File: config.mk
export PLATFORM = sky130hd
export DESIGN_NAME = ulpi_reg_ctrl
export DESIGN_NICKNAME = d
export VERILOG_FILES = /design/src/rtl/ulpi_pkg.sv /design/src/rtl/ulpi_rr_arb2.sv /design/src/rtl/ulpi_reg_ctrl.sv
export SDC_FILE = /design/constraint.sdc
export NUM_CORES = 1
export LEC_CHECK = 0
export CORE_AREA = 3 3 123 78
export CTS_CLUSTER_DIAMETER = 40
export DETAILED_ROUTE_END_ITERATION = 10
export DIE_AREA = 0 0 126 81
export MAX_ROUTING_LAYER = met4
export PLACE_DENSITY = 0.53
export SYNTH_ARGS = -nofsm -noshare
export SYNTH_HDL_FRONTEND = slang
export SYNTH_SLANG_ARGS = --single-unit
File: constraint.sdc
create_clock -name clk -period 5.4 [get_ports clk]
set_clock_uncertainty 0.1 [all_clocks]
set_input_delay 0.81 -clock clk [delete_from_list [all_inputs] [get_ports clk]]
set_output_delay 0.81 -clock clk [all_outputs]
set_load 0.005 [all_outputs]
File: src/rtl/ulpi_pkg.sv
// Shared types and constants for the ULPI register-access controller.
package ulpi_pkg;

  localparam int unsigned ULPI_ADDR_W = 6;

  // TX CMD prefixes for immediate register write / read
  localparam logic [1:0] ULPI_REGW = 2'b10;
  localparam logic [1:0] ULPI_REGR = 2'b11;

  typedef enum logic [3:0] {
    StIdle,
    StCmd,
    StWdata,
    StStp,
    StRturn,
    StRdata,
    StRwait,
    StAbort,
    StDone
  } ulpi_reg_state_e;

  // Build the TX CMD byte for an immediate register access
  function automatic logic [7:0] tx_cmd(input logic we, input logic [ULPI_ADDR_W-1:0] addr);
    return {(we ? ULPI_REGW : ULPI_REGR), addr};
  endfunction

endpackage

File: src/rtl/ulpi_rr_arb2.sv
// Two-way round-robin arbiter; the pointer remembers the last granted port.
module ulpi_rr_arb2 (
  input  logic       clk,
  input  logic       rst,
  input  logic [1:0] req,
  input  logic       take,
  output logic       gnt_idx,
  output logic       gnt_any
);

  logic ptr_q;

  // Winner selection: on a tie the port that was not granted last wins
  always_comb begin
    gnt_any = |req;
    if (&req) begin
      gnt_idx = ~ptr_q;
    end else begin
      gnt_idx = req[1];
    end
  end

  // Pointer update on an accepted grant; reset to 1 so port 0 goes first
  always_ff @(posedge clk or negedge rst) begin
    if (!rst) begin
      ptr_q <= 1'b1;
    end else if (take && gnt_any) begin
      ptr_q <= gnt_idx;
    end
  end

endmodule

File: src/rtl/ulpi_reg_ctrl.sv
// ULPI register-access controller: arbitrates two requesters and sequences
// register write/read transactions with turnaround, PHY preemption, retry and timeout.
// TIMEOUT must be at least 1.
module ulpi_reg_ctrl
  import ulpi_pkg::*;
#(
  parameter int unsigned TIMEOUT = 255
) (
  input  logic        clk,
  input  logic        rst,
  input  logic [1:0]  req_i,
  input  logic [1:0]  req_we_i,
  input  logic [11:0] req_addr_i,
  input  logic [15:0] req_wdata_i,
  output logic [1:0]  rsp_valid_o,
  output logic [7:0]  rsp_rdata_o,
  output logic        rsp_err_o,
  output logic        busy_o,
  input  logic [7:0]  data_i,
  input  logic        dir_i,
  input  logic        nxt_i,
  output logic [7:0]  data_o,
  output logic        stp_o
);

  localparam int unsigned TimerW = $clog2(TIMEOUT + 1);
  localparam logic [TimerW-1:0] TimerMax = TimerW'(TIMEOUT);
  // Expiry is flagged on the edge at which the timer reaches TIMEOUT
  localparam logic [TimerW-1:0] TimerHit = TimerW'(TIMEOUT - 1);

  ulpi_reg_state_e state_q, state_d;

  logic                   port_q, port_d;
  logic                   we_q, we_d;
  logic [ULPI_ADDR_W-1:0] addr_q, addr_d;
  logic [7:0]             wdata_q, wdata_d;
  logic [TimerW-1:0]      timer_q, timer_d;
  logic                   err_q, err_d;
  logic                   gap_q, gap_d;
  logic [7:0]             rbuf_q, rbuf_d;

  logic [7:0] data_q, data_d;
  logic       stp_q, stp_d;
  logic [1:0] rsp_valid_q, rsp_valid_d;
  logic [7:0] rsp_rdata_q, rsp_rdata_d;
  logic       rsp_err_q, rsp_err_d;
  logic       busy_q, busy_d;

  logic take;
  logic gnt_idx;
  logic gnt_any;
  logic expired;
  logic finish;
  logic finish_err;

  ulpi_rr_arb2 u_arb (
    .clk     (clk),
    .rst     (rst),
    .req     (req_i),
    .take    (take),
    .gnt_idx (gnt_idx),
    .gnt_any (gnt_any)
  );

  assign expired = (timer_q >= TimerHit);

  // Next-state, datapath and registered-output decode
  always_comb begin
    state_d     = state_q;
    port_d      = port_q;
    we_d        = we_q;
    addr_d      = addr_q;
    wdata_d     = wdata_q;
    timer_d     = timer_q;
    err_d       = err_q;
    gap_d       = 1'b0;
    rbuf_d      = rbuf_q;
    data_d      = 8'h00;
    stp_d       = 1'b0;
    rsp_valid_d = 2'b00;
    rsp_rdata_d = rsp_rdata_q;
    rsp_err_d   = rsp_err_q;
    take        = 1'b0;
    finish      = 1'b0;
    finish_err  = 1'b0;

    if (state_q != StIdle && timer_q != TimerMax) begin
      timer_d = timer_q + TimerW'(1);
    end

    unique case (state_q)
      StIdle: begin
        // The rsp_valid term keeps a just-completed request from being re-granted
        if (!dir_i && gnt_any && (rsp_valid_q == 2'b00)) begin
          take    = 1'b1;
          port_d  = gnt_idx;
          we_d    = req_we_i[gnt_idx];
          addr_d  = gnt_idx ? req_addr_i[11:6] : req_addr_i[5:0];
          wdata_d = gnt_idx ? req_wdata_i[15:8] : req_wdata_i[7:0];
          timer_d = '0;
          err_d   = 1'b0;
          state_d = StCmd;
          data_d  = tx_cmd(req_we_i[gnt_idx],
                           gnt_idx ? req_addr_i[11:6] : req_addr_i[5:0]);
        end
      end
      StCmd: begin
        if (expired) begin
          err_d   = 1'b1;
          stp_d   = 1'b1;
          state_d = StStp;
        end else if (dir_i) begin
          state_d = StAbort;
        end else if (nxt_i) begin
          if (we_q) begin
            state_d = StWdata;
            data_d  = wdata_q;
          end else begin
            state_d = StRturn;
          end
        end else begin
          data_d = tx_cmd(we_q, addr_q);
        end
      end
      StWdata: begin
        if (expired) begin
          err_d   = 1'b1;
          stp_d   = 1'b1;
          state_d = StStp;
        end else if (nxt_i) begin
          stp_d   = 1'b1;
          state_d = StStp;
        end else begin
          data_d = wdata_q;
        end
      end
      StStp: begin
        finish     = 1'b1;
        finish_err = err_q;
      end
      StRturn: begin
        if (expired) begin
          finish     = !dir_i;
          finish_err = 1'b1;
        end else if (dir_i) begin
          state_d = StRdata;
        end else begin
          finish     = 1'b1;
          finish_err = 1'b1;
        end
      end
      StRdata: begin
        if (expired) begin
          finish     = !dir_i;
          finish_err = 1'b1;
        end else if (nxt_i) begin
          state_d = StAbort;
        end else if (dir_i) begin
          rbuf_d  = data_i;
          state_d = StRwait;
        end else begin
          finish     = 1'b1;
          finish_err = 1'b1;
        end
      end
      StRwait: begin
        // gap_q marks the extra cycle after the PHY released the bus
        if (gap_q || (expired && !dir_i)) begin
          finish     = 1'b1;
          finish_err = expired;
        end else if (!dir_i) begin
          gap_d = 1'b1;
        end
      end
      StAbort: begin
        if (expired) begin
          finish     = !dir_i;
          finish_err = 1'b1;
        end else if (gap_q) begin
          state_d = StCmd;
          data_d  = tx_cmd(we_q, addr_q);
        end else if (!dir_i) begin
          gap_d = 1'b1;
        end
      end
      StDone: begin
        state_d = StIdle;
      end
      default: begin
        state_d = StIdle;
      end
    endcase

    if (finish) begin
      state_d     = StDone;
      rsp_valid_d = port_q ? 2'b10 : 2'b01;
      rsp_err_d   = finish_err;
      if (!we_q && !finish_err) begin
        rsp_rdata_d = rbuf_q;
      end
    end

    busy_d = (state_d != StIdle);
  end

  // State, latched request and registered outputs
  always_ff @(posedge clk or negedge rst) begin
    if (!rst) begin
      state_q     <= StIdle;
      port_q      <= 1'b0;
      we_q        <= 1'b0;
      addr_q      <= '0;
      wdata_q     <= 8'h00;
      timer_q     <= '0;
      err_q       <= 1'b0;
      gap_q       <= 1'b0;
      rbuf_q      <= 8'h00;
      data_q      <= 8'h00;
      stp_q       <= 1'b0;
      rsp_valid_q <= 2'b00;
      rsp_rdata_q <= 8'h00;
      rsp_err_q   <= 1'b0;
      busy_q      <= 1'b0;
    end else begin
      state_q     <= state_d;
      port_q      <= port_d;
      we_q        <= we_d;
      addr_q      <= addr_d;
      wdata_q     <= wdata_d;
      timer_q     <= timer_d;
      err_q       <= err_d;
      gap_q       <= gap_d;
      rbuf_q      <= rbuf_d;
      data_q      <= data_d;
      stp_q       <= stp_d;
      rsp_valid_q <= rsp_valid_d;
      rsp_rdata_q <= rsp_rdata_d;
      rsp_err_q   <= rsp_err_d;
      busy_q      <= busy_d;
    end
  end

  assign data_o      = data_q;
  assign stp_o       = stp_q;
  assign rsp_valid_o = rsp_valid_q;
  assign rsp_rdata_o = rsp_rdata_q;
  assign rsp_err_o   = rsp_err_q;
  assign busy_o      = busy_q;

endmodule

# Yosys cells after proc, flatten, opt, wreduce, memory -nomap -nowiden
# Cells that the tools add are included.
# classes
muxes,62
bitwise,3
eq_ne,10
add_sub_neg,1
order_cmp,2
reduce_logical,23
# op_table
cell,count
$mux 8,13
$mux 4,14
$pmux 8 s4,1
$pmux 4 s7,1
$mux 1,24
$eq 4x3->1 const B,4
$pmux 1 s5,2
$add 8x1->8 const B,1
$eq 4x2->1 const B,2
$ge 8x8->1 const B,1
$ne 8x8->1 const B,1
$reduce_bool 4->1,2
$logic_and 1x1->1,6
$mux 6,1
$pmux 1 s2,3
$reduce_and 2->1,3
$reduce_or 2->1,3
$eq 4x1->1 const B,1
$logic_not 4->1,1
$mux 2,2
$reduce_and 4->1,1
$logic_not 1->1,3
$mux 3,1
$not 1->1,3
other kinds (7),7
# totals
regBits,60
out_inout_bits,21
elab_cells,117

# Logic depth before layout (Yosys ltp)
# Gate-level depths: netlist (run 1).
# depth
word_depth,8
depth_mapped,8
mapped_depth_nobuf,7

# Modules after synthesis
# From an unflattened synthesis (run 1), not the netlist that was laid out.
# hier_totals
cells_unflattened,264
area_unflattened_um2,2911.5
# by_module_without_submodules
module,seq_area_each_um2,area_each_um2,n_inst,cells_each
ulpi_reg_ctrl,1476.4,2860.2,1,259
ulpi_rr_arb2,26.3,51.3,1,5

# Least setup slack after synthesis (run 1)
# OpenSTA, ideal clock, no wires.
# synth_path
path_kind,in2reg
startpoint,input dir_i
endpoint,"register rsp_rdata_q[0], in the netlist rsp_rdata_o[0]"
setup_slack_ns,2.953
n_path_buf,0
required_time_ns,5.175
cell_stages,5
arrival_ns,2.222
setup_time_ns,0.125
path_cell_list,or4b_1 > o21ai_0 > a32oi_1 > a211oi_4 > mux2_2
# synth_via
elab_chain_cells,8
elab_cells_between_ends,17
cone_classes,11 x mux; 6 x reduce/logical
# synth_rtl
item,line_no,text
"start, declared",ulpi_reg_ctrl.sv:20,"input logic dir_i,"
$logic_not 1->1,-,
$logic_and 1x1->1,ulpi_reg_ctrl.sv:168,if (gap_q || (expired && !dir_i)) begin
$logic_or 1x1->1,ulpi_reg_ctrl.sv:168,
$mux 1,ulpi_reg_ctrl.sv:168,
$pmux 1 s5,ulpi_reg_ctrl.sv:91,unique case (state_q)
$logic_not 1->1,ulpi_reg_ctrl.sv:198,if (!we_q && !finish_err) begin
$logic_and 1x1->1,ulpi_reg_ctrl.sv:198,
$reduce_and 2->1 (no source line) (*),-,
"end signal, assigned",ulpi_reg_ctrl.sv:237,rsp_rdata_q <= rsp_rdata_d;
"end, declared",ulpi_reg_ctrl.sv:45,"logic [7:0] rsp_rdata_q, rsp_rdata_d;"
# Mark *: on every way between the ends. The rest lies on a longest branch, timed or not.
# A chain may end at the register's enable or synchronous reset.

# Final worst setup path (run 1)
# layout_path
startpoint,input dir_i
endpoint,"register busy_q, in the netlist busy_o"
# layout_via
elab_chain_cells,7
elab_cells_between_ends,23
cone_classes,17 x mux; 6 x reduce/logical
# layout_rtl
item,line_no,text
$logic_not 1->1,-,
$logic_and 1x1->1 (on tied branches),"ulpi_reg_ctrl.sv:94, ulpi_reg_ctrl.sv:168",
$logic_and 1x1->1 / $logic_or 1x1->1 (equally long branches),"ulpi_reg_ctrl.sv:94, ulpi_reg_ctrl.sv:168",
$mux 4 / $mux 1 (equally long branches),"ulpi_reg_ctrl.sv:94, ulpi_reg_ctrl.sv:168",
$pmux 4 s7 / $pmux 1 s5 (equally long branches),ulpi_reg_ctrl.sv:91,
$mux 4 (*),ulpi_reg_ctrl.sv:194,if (finish) begin
$reduce_bool 4->1 (*),ulpi_reg_ctrl.sv:203,busy_d = (state_d != StIdle);
net busy_d,ulpi_reg_ctrl.sv:47,"logic busy_q, busy_d;"
"end signal, assigned",ulpi_reg_ctrl.sv:239,busy_q <= busy_d;
"end, declared",ulpi_reg_ctrl.sv:47,
# The timed path passes the listed nets; every way through them passes the cells marked *.

==> results of run 1 <==
per-stage QoR:
step	std cells	hold slack (ns)	setup slack (ns)	utilization, %
floorplan	261	0.313	2.95	-
global placement	428	0.358	1.96	42.8
detailed placement	428	0.366	1.96	42.8
CTS	444	0.378	2.26	46.3
global route	444	0.397	2.10	46.3
finish	444	0.376	2.18	46.3
worst max-delay path: cells and delay by family:
kind	cells	cell delay [ns]
buffers and inverters	2	1.07
AO/OA/AOI/OAI	3	1.06
AND/OR/NAND/NOR	2	0.34
cells in the final DEF (no fill, tap or decap), types with 3 or more instances in the layout:
master / n
o21ai_0: 13
mux2i_1: 16
a21o_1: 6
dfrtp_1: 59
a31oi_1: 4
inv_1: 5
nand2_1: 28
and3_1: 4
nor2_1: 18
nor3_1: 4
and2_1: 3
mux2_2: 17
clkdlybuf4s50_1: 63
a21oi_1: 6
a311oi_1: 3
xor2_1: 5
a221o_1: 6
nand4_1: 6
buf_4: 3
nand3_1: 6
clkbuf_16: 9
cell usage after synthesis (all sizes together) (2+ instances only):
library cell,n
nand4,6
clkbuf,6
a31oi,4
inv,5
mux2i,16
nor2,18
xor2,5
a311oi,3
o31a,2
o31ai,2
ha,2
a21boi,2
nand3,6
a221o,6
a32oi,2
o32ai,2
nand2b,2
a21oi,6
nor3,5
buf,6
nand2,29
nor2b,2
o211ai,2
or4b,2
and3,4
a21o,6
o21ai,13
and2,3
dfrtp,59
a211oi,2
mux2,17
metal layers:
metal  global-route usage, %  part of all wire, %  vias up
met3                    5.65                   10        4
met5                       -                    0        -
met1                    21.2                   51     1057
met2                    19.9                   39      101
li1                        -                    -     1100
met4                    4.18                 0.31        0
power groups by stage:
stage          clock network (mW)  registers (mW)  logic [mW]
2_1_floorplan                   0           0.722       0.392
3_3_place_gp                    0           0.774       0.613
3_5_place_dp                    0           0.769       0.619
4_1_cts                     0.583           0.764       0.625
5_1_grt                     0.606           0.793       0.689
6_report                    0.571           0.768       0.618
state kept, by name, summed over array words and instances, names as in the netlist:
register and cells:
busy_o 1, rbuf_q 8, wdata_q 8, u_arb.ptr_q 1, stp_o 1, state_q 4
timer_q 8, data_o 8, rsp_valid_o 2, gap_q 1, err_q 1, rsp_err_o 1
rsp_rdata_o 8, port_q 1, we_q 1, addr_q 6
final cells by class:
class                           instances  area [um2]
Fill cell                             784        4540
Clock buffer                           10         239
Inverter                                5        18.8
Clock inverter                          6        63.8
Timing Repair Buffer                   67         658
Tap cell                              112         140
Multi-Input combinational cell        184        1300
Sequential cell                        60        1500
cell families (layout without fill, tap and decap cells):
family	Yosys count	in the layout	share of synthesized area (%)
adder cells (fa/ha/maj)	2	2	0.873
buffers and inverters	17	88	2.66
AND/OR/NAND/NOR	84	84	14.8
flip-flops	60	60	52.4
multiplexers	33	33	12.3
XOR/XNOR	6	6	1.83
AO/OA/AOI/OAI	59	59	15.1
path summary, 6_finish.rpt:
| check | endpoint | slack [ns] | cells after the start |
|---|---|---|---|
| hold / removal | addr_q[4] | 0.38 | 1 |
| hold reg to reg | addr_q[4] | 0.38 | 1 |
| setup reg to reg | busy_o | 2.74 | 6 |
| max in group asynchronous | state_q[3] | 4.15 | 2 |
| min in group asynchronous | data_o[7] | 0.53 | 2 |
| setup / recovery | busy_o | 2.18 | 7 |
==> results.py, run 1 <==
metrics = {
    "outcome": {
        "outcome": "completed",
    },
    "finish": {
        "area.growth.synth_to_final_pct": 36.8,
        "insertedDiodeCount": 0,
        "stdcell_area_um2": 3920,
        "post_route_cells_drive_above_1_share_pct": 13.6,
        "nets": 373,
    },
    "route": {
        "remaining_drc_errors": 0,
        "wirelength_um": 7120,
        "antenna_violating_nets_left": 0,
        "vias_per_cell": 5.09,
        "detail_route.first_pass.iterations": 5,
        "routedWlPerCell_um": 16.0,
        "via_count": 2262,
        "drt_first_iter_violations": 316,
    },
    "synth": {
        "synth_edf_count": 0,
        "yosysTopAreaCellShare_pct": 51.5,
        "synth_fp_nets": 307,
        "seq_area_frac_synth_pct": 52.4,
        "ys_async_sr_fraction_pct": 100,
        "yosys_register_bits": 60,
        "yosys_warnings": 0,
        "post_synth.cell_area_avg_um2": 11.0,
        "dominantRegCellSynth": "dfrtp_1",
        "synth.lib_cells_used.distinct": 53,
        "post_synth_main_area_contributors": "dfrtp_1, mux2_2, mux2i_1, nand2_1, nor2_1",
        "syn_area_um2": 2870,
        "syn_inst": 261,
        "yosysTopAreaCell": "dfrtp_1",
    },
    "worst_setup_path": {
        "worstPathCellList": "clkdlybuf4s50_1, nor3_1, o2111ai_2, buf_4, o311ai_0, a2111oi_0, nand3_1",
        "path_class": "in2reg",
        "critPathCaptureType": "flip-flop",
        "crit_start": "dir_i",
        "cp.arrival_ns": 3.29,
        "worst-endpoint-required_ns": 5.47,
        "crit_path_start_kind": "input pin",
        "critical-path-slowest-cell": "a2111oi_0",
        "critical_path.reg2reg.startpoint": "state_q[1]",
        "crit_path_max_incr_delay_ns": 0.76,
        "critPathMaxFanout": 33,
    },
    "sta": {
        "worst_max_slew_pin_slew_ns": 0.777,
        "report.final.slew_viol_count": 0,
        "final-hold-violation-count": 0,
        "setup_violations": 0,
        "totalNegativeSetupSlack_ns": 0,
        "achievable_frequency_mhz": 311,
        "post-route-min-period_ns": 3.22,
        "unrepaired_setup_endpoints_after_global_routing": "false",
        "max-slew-margin-rel_pct": 46.8,
        "period_share_pct": 59.6,
    },
    "power_and_ir_drop": {
        "power_report.internal_total_mw": 1.31,
        "netSwitchingPower_uw": 645,
        "power.sequential.fraction_pct": 39.3,
        "leakage_nw": 1.77,
        "swShare_pct": 33.0,
        "vdd_drop_max_mv": 0.212,
        "clock_network_fraction_of_total_power_pct": 29.2,
        "fin_total_pwr_mw": 1.96,
        "power_density_nw_per_um2": 499,
        "logic_pwr_share_pct": 31.6,
    },
    "placement": {
        "dp_hpwl_um": 4950,
        "place.gp.congestion": 0.971,
        "detailed_place.area_um2": 3620,
        "number_of_buffers_inserted_by_port_buffering": 64,
    },
    "clock_network": {
        "post-cts-setup-buffers": 0,
        "cts_root_buf": "clkbuf_16",
        "cts_tree": "yes",
        "clockBufferDepth": 2,
        "num_cts_buffers": 9,
        "clock_sink_count": 60,
        "h_tree_depth": 3,
        "postCtsResizedCells": 0,
        "clkTransAtPathRegs_ns": 0.05,
        "worstSkewPairLatency_ns": 0.33,
        "holdBufCountCts": 0,
    },
    "global_route": {
        "initial_antenna_violation_count": 0,
        "grt_use_total_pct": 15.0,
        "grt_start_max_net_pins": 61,
        "first_pass_grt_wire_length_um": 11500,
        "globalRoute.totalOverflow": 0,
        "via_count_of_the_first_global_routing_pass": 2176,
    },
    "floorplanning": {
        "die-width_um": 126,
        "floorplan.initialDensity_pct": 33.9,
        "boundary_pins": 65,
        "fp.dieH_um": 81,
        "placeableCoreArea_um2": 8460,
        "fp-row-count": 26,
        "design.die.area_um2": 10200,
    },
    "hold_path": {
        "min_path_type": "reg2reg",
        "min_from": "addr_q[4]",
    },
    "job": {
        "max_cap_viol_count": 0,
    },
}
(Power assumes the default switching activity.)
==> run 2, diff against run 1 <==
clock period = 3 ns   (was 5.4 ns; I/O delays follow)
==> results.py, run 2 (synthesized netlist as in run 1, its figures left out) <==
metrics = {
    "outcome": {
        "outcome": "completed",
    },
    "clock_network": {
        "clockBufferDepth": 2,
        "post-cts-setup-buffers": 0,
        "h_tree_depth": 3,
        "postCtsResizedCells": 0,
        "cts_tree": "yes",
        "cts_root_buf": "clkbuf_16",
        "num_cts_buffers": 9,
        "clkTransAtPathRegs_ns": 0.05,
        "clock_sink_count": 60,
        "worstSkewPairLatency_ns": 0.33,
        "holdBufCountCts": 0,
    },
    "power_and_ir_drop": {
        "netSwitchingPower_mw": 1.14,
        "logic_pwr_share_pct": 31.4,
        "leakage_nw": 1.80,
        "power_report.internal_total_mw": 2.46,
        "power.sequential.fraction_pct": 38.3,
        "vdd_drop_max_mv": 0.359,
        "clock_network_fraction_of_total_power_pct": 30.3,
        "power_density_nw_per_um2": 907,
        "swShare_pct": 31.7,
    },
    "floorplanning": {
        "fp-row-count": 26,
        "floorplan.initialDensity_pct": 33.9,
        "die-width_um": 126,
        "boundary_pins": 65,
        "placeableCoreArea_um2": 8460,
        "design.die.area_um2": 10200,
        "fp.dieH_um": 81,
    },
    "global_route": {
        "grt_start_max_net_pins": 33,
        "globalRoute.totalOverflow": 0,
        "via_count_of_the_first_global_routing_pass": 2202,
        "first_pass_grt_wire_length_um": 11700,
        "grt_use_total_pct": 15.5,
        "initial_antenna_violation_count": 0,
    },
    "sta": {
        "post-route-min-period_ns": 2.56,
        "final-hold-violation-count": 0,
        "period_share_pct": 85.3,
        "setup_ws_ns": 0.441,
        "totalNegativeSetupSlack_ns": 0,
        "achievable_frequency_mhz": 391,
        "unrepaired_setup_endpoints_after_global_routing": "false",
        "max-slew-margin-rel_pct": 40.9,
        "timing.hold.ws_ns": 0.0798,
        "setup_violations": 0,
        "worst_max_slew_pin_slew_ns": 0.864,
        "report.final.slew_viol_count": 0,
    },
    "route": {
        "wirelength_um": 7190,
        "detail_route.first_pass.iterations": 4,
        "via_count": 2270,
        "vias_per_cell": 5.07,
        "antenna_violating_nets_left": 0,
        "drt_first_iter_violations": 246,
        "remaining_drc_errors": 0,
        "routedWlPerCell_um": 16.0,
    },
    "finish": {
        "layout.filler_cells": 823,
        "post_route_cells_drive_above_1_share_pct": 14.3,
        "finalNonFillerCells": 448,
        "nets": 377,
        "layout.cells.most_common_list": "clkdlybuf4s50_1, dfrtp_1, nand2_1",
        "layout.cells.most_common": "clkdlybuf4s50_1",
        "area.growth.synth_to_final_pct": 38.3,
        "insertedDiodeCount": 0,
    },
    "placement": {
        "dp_hpwl_um": 5100,
        "numPlacedInstances": 432,
        "number_of_buffers_inserted_by_port_buffering": 64,
        "place.gp.congestion": 1.03,
        "dp_slack_ns": 0.239,
    },
    "worst_setup_path": {
        "worstPathCellList": "inv_1, ha_1, o211a_1, a21oi_1, o311ai_0, a2111oi_0, nand3_1",
        "crit_path_start_kind": "flip-flop",
        "cp.arrival_ns": 2.63,
        "timing.critical_path.max_delay_family": "compound AO/OA/AOI/OAI gates",
        "critPathCaptureType": "flip-flop",
        "crit_path_max_incr_delay_ns": 0.83,
        "critical-path-slowest-cell": "a2111oi_0",
        "path_class": "reg2reg",
        "worst-endpoint-required_ns": 3.07,
        "critPathBufInv": 1,
        "critPathMaxFanout": 4,
    },
    "hold_path": {
        "min_path_type": "in2async",
    },
    "job": {
        "max_cap_viol_count": 0,
    },
}
-- run 2: cell types whose count changed in the layout (fill, tap and decap cells not counted) --
cell / before / now
clkinv_4: 1 / 0
bufinv_16: 1 / 2
buf_4: 3 / 7
clkbuf_1: 0 / 1
clkinv_2: 2 / 3
clkinvlp_4: 2 / 0
-- run 2: metrics by stage --
step | total power [mW] | util (%) | instance area (um2)
6_report | 3.60 | 46.9 | 3970
3_5_place_dp | 2.51 | 43.1 | 3650
4_1_cts | 3.63 | 46.9 | 3970
3_3_place_gp | 2.51 | 43.1 | 3650
2_1_floorplan | 2.00 | - | 2870
5_1_grt | 3.85 | 46.9 | 3970
-- run 2: routing by layer --
layer  wire, um  GRT usage [%]  part of all wire (%)  up-vias
li1           -              -                     -     1108
met4         85           6.10                   1.2        0
met3        514           6.37                   7.1       11
met1       3780           22.1                    53     1063
met5          0              -                     0        -
met2       2810           18.8                    39       88
-- run 2: cell type report --
cell class | count | area [um2] | share of cell area, %
well taps | 112 | 140 | 3.53
multi-input cells | 184 | 1300 | 32.7
inverters | 5 | 18.8 | 0.473
flip-flops and latches | 60 | 1500 | 37.9
repair buffers | 71 | 688 | 17.4
clock inverters | 5 | 75.1 | 1.89
clock buffers | 11 | 243 | 6.12
-- run 2: power by group through the flow --
stage	sequential [mW]	clock [mW]	combinational, mW
after global routing	1.42	1.17	1.26
after detailed placement	1.38	0	1.13
after floorplan	1.30	0	0.705
after CTS	1.37	1.13	1.14
after global placement	1.39	0	1.12
final	1.38	1.09	1.13
-- run 2: worst paths after layout --
check	from	to	slack, ns	cells past startpoint
max reg2reg	timer_q[0]	busy_o	0.44	7
max	timer_q[0]	busy_o	0.44	7
min	rst	data_o[1]	0.08	1
max in group asynchronous	rst	u_arb.ptr_q	1.96	2
min in group clk	addr_q[5]	addr_q[5]	0.37	1
min reg2reg	addr_q[5]	addr_q[5]	0.37	1
-- run 2: worst register-to-register path, delay by kind of cell (launching register included) --
kind | cells | cell delay (ns)
compound gates | 4 | 1.45
fa+ha+maj | 1 | 0.21
flops | 1 | 0.38
buf+inv | 1 | 0.08
simple gates | 1 | 0.17
==> run 3, diff against run 2 <==
CORE_AREA = 3 3 108 68   (was 3 3 123 78)
DIE_AREA = 0 0 111 71   (was 0 0 126 81)
PLACE_DENSITY = 0.67   (was 0.53)
==> results.py, run 3 (synthesized netlist as in run 1, its figures left out) <==
metrics = {
    "worst_setup_path": {
        "worstPathCellList": "inv_1, ha_1, o211a_1, a21oi_1, o311ai_0, a2111oi_0, nand3_1",
        "crit_path_end": "busy_o",
        "crit_cells": 7,
        "path_class": "reg2reg",
        "critPathCaptureType": "flip-flop",
        "critPathBufInv": 1,
        "critical_path.reg2reg.startpoint": "timer_q[0]",
        "setup.reg_to_reg.worst_slack_ns": 0.42,
        "crit_path_max_incr_delay_ns": 0.78,
        "critical-path-slowest-cell": "a2111oi_0",
        "regToRegEndpoint": "busy_o",
        "critPathMaxFanout": 4,
        "crit_start": "timer_q[0]",
        "timing.critical_path.max_delay_family": "compound AO/OA/AOI/OAI gates",
        "worst-endpoint-required_ns": 3.05,
        "timing.reg2reg.worst_path_depth": 7,
        "cp.arrival_ns": 2.63,
        "crit_path_start_kind": "flip-flop",
    },
    "power_and_ir_drop": {
        "power_report.internal_total_mw": 2.05,
        "power.sequential.fraction_pct": 43.5,
        "logic_pwr_share_pct": 35.5,
        "power_density_nw_per_um2": 830,
        "swShare_pct": 35.0,
        "vdd_drop_max_mv": 0.388,
        "leakage_nw": 1.73,
        "netSwitchingPower_mw": 1.10,
        "clock_network_fraction_of_total_power_pct": 21.0,
    },
    "floorplanning": {
        "placeableCoreArea_um2": 6530,
        "floorplan.initialDensity_pct": 43.9,
        "boundary_pins": 65,
        "fp-row-count": 23,
        "design.die.area_um2": 7880,
        "die-width_um": 111,
        "fp.dieH_um": 71,
    },
    "placement": {
        "place.gp.congestion": 0.976,
        "dp_slack_ns": 0.126,
        "numPlacedInstances": 407,
        "number_of_buffers_inserted_by_port_buffering": 64,
        "detailed_place.area_um2": 3620,
        "dp_hpwl_um": 5000,
    },
    "finish": {
        "sequential_area_um2": 1500,
        "insertedDiodeCount": 0,
        "layout.cells.most_common": "clkdlybuf4s50_1",
        "layout.filler_cells": 572,
        "nets": 377,
        "stdcell_area_um2": 3800,
        "layout.cells.most_common_list": "clkdlybuf4s50_1, dfrtp_1, nand2_1",
        "finalNonFillerCells": 423,
        "area.growth.synth_to_final_pct": 32.7,
        "multiInputGateArea_um2": 1300,
        "post_route_cells_drive_above_1_share_pct": 14.6,
    },
    "global_route": {
        "grt_start_max_net_pins": 37,
        "globalRoute.totalOverflow": 0,
        "initial_antenna_violation_count": 0,
        "first_pass_grt_wire_length_um": 11400,
        "grt_use_total_pct": 18.9,
        "via_count_of_the_first_global_routing_pass": 2190,
    },
    "sta": {
        "setup_ws_ns": 0.423,
        "report.final.slew_viol_count": 0,
        "final-hold-violation-count": 0,
        "period_share_pct": 85.9,
        "unrepaired_setup_endpoints_after_global_routing": "false",
        "post-route-min-period_ns": 2.58,
        "setup_violations": 0,
        "max-slew-margin-rel_pct": 44.3,
        "totalNegativeSetupSlack_ns": 0,
        "worst_max_slew_pin_slew_ns": 0.815,
        "achievable_frequency_mhz": 388,
    },
    "clock_network": {
        "num_cts_buffers": 9,
        "post-cts-setup-buffers": 0,
        "h_tree_depth": 3,
        "worstSkewPairLatency_ns": 0.33,
        "clock_sink_count": 60,
        "postCtsResizedCells": 0,
        "cts_root_buf": "clkbuf_8",
        "holdBufCountCts": 0,
        "cts_tree": "yes",
        "clockBufferDepth": 2,
        "clkTransAtPathRegs_ns": 0.07,
    },
    "outcome": {
        "outcome": "completed",
    },
    "route": {
        "drt_first_iter_violations": 182,
        "detail_route.first_pass.iterations": 5,
        "vias_per_cell": 5.41,
        "antenna_violating_nets_left": 0,
        "routedWlPerCell_um": 16.1,
        "remaining_drc_errors": 0,
        "wirelength_um": 6820,
        "via_count": 2288,
    },
    "job": {
        "max_cap_viol_count": 0,
    },
    "hold_path": {
        "min_path_type": "in2async",
    },
}
[run 3: cell count changes in the layout (fill, tap and decap cells not counted), sizes merged]
cell,delta
clkinvlp,+3
bufinv,-2
clkinv,-1
[run 3: layout make-up]
cell class              instances  area share [%]
clock inverters                 5           0.954
inverters                       5           0.493
repair buffers                 71            18.1
flip-flops and latches         60            39.5
clock buffers                  11            3.98
multi-input cells             184            34.1
well taps                      87            2.86
[run 3: worst min path at each step]
| stage | from | end | cells after the start |
|---|---|---|---|
| finish | rst | timer_q[7] | 1 |
| global route | rst | timer_q[1] | 1 |
| CTS | rst | timer_q[0] | 1 |
| detailed placement | port_q | rsp_valid_o[0] | 1 |
| global placement | port_q | rsp_valid_o[0] | 1 |
| floorplan | rst | addr_q[0] | 0 |
[run 3: power by group through the flow]
stage                     Sequential, mW  Clock, mW  Combinational, mW
after global routing                1.42      0.729               1.24
after CTS                           1.37      0.685               1.13
final                               1.37      0.662               1.12
after floorplan                     1.30          0              0.705
after detailed placement            1.38          0               1.12
after global placement              1.38          0               1.10
[run 3: worst reg2reg max path, delay by kind of cell, from the launching register on]
kind	cells	cell delay, ns
compound gates	4	1.36
flops	1	0.42
simple gates	1	0.22
fa+ha+maj	1	0.21
buf+inv	1	0.09
[run 3: metal layers]
layer	up-vias	GRT usage [%]	part of all wire [%]
met2	97	24.3	40
met4	0	5.05	1.1
met1	1078	28.7	51
met3	8	5.73	7.2
met5	-	-	0
li1	1105	-	-
[run 3: stage by stage]
step           hold slack (ns)  power (mW)  utilization, %
2_1_floorplan           0.0544        2.00               -
3_3_place_gp             0.348        2.48            55.4
3_5_place_dp             0.348        2.50            55.4
4_1_cts                 0.0119        3.18            58.2
5_1_grt                 0.0392        3.39            58.2
6_report               0.00776        3.16            58.2
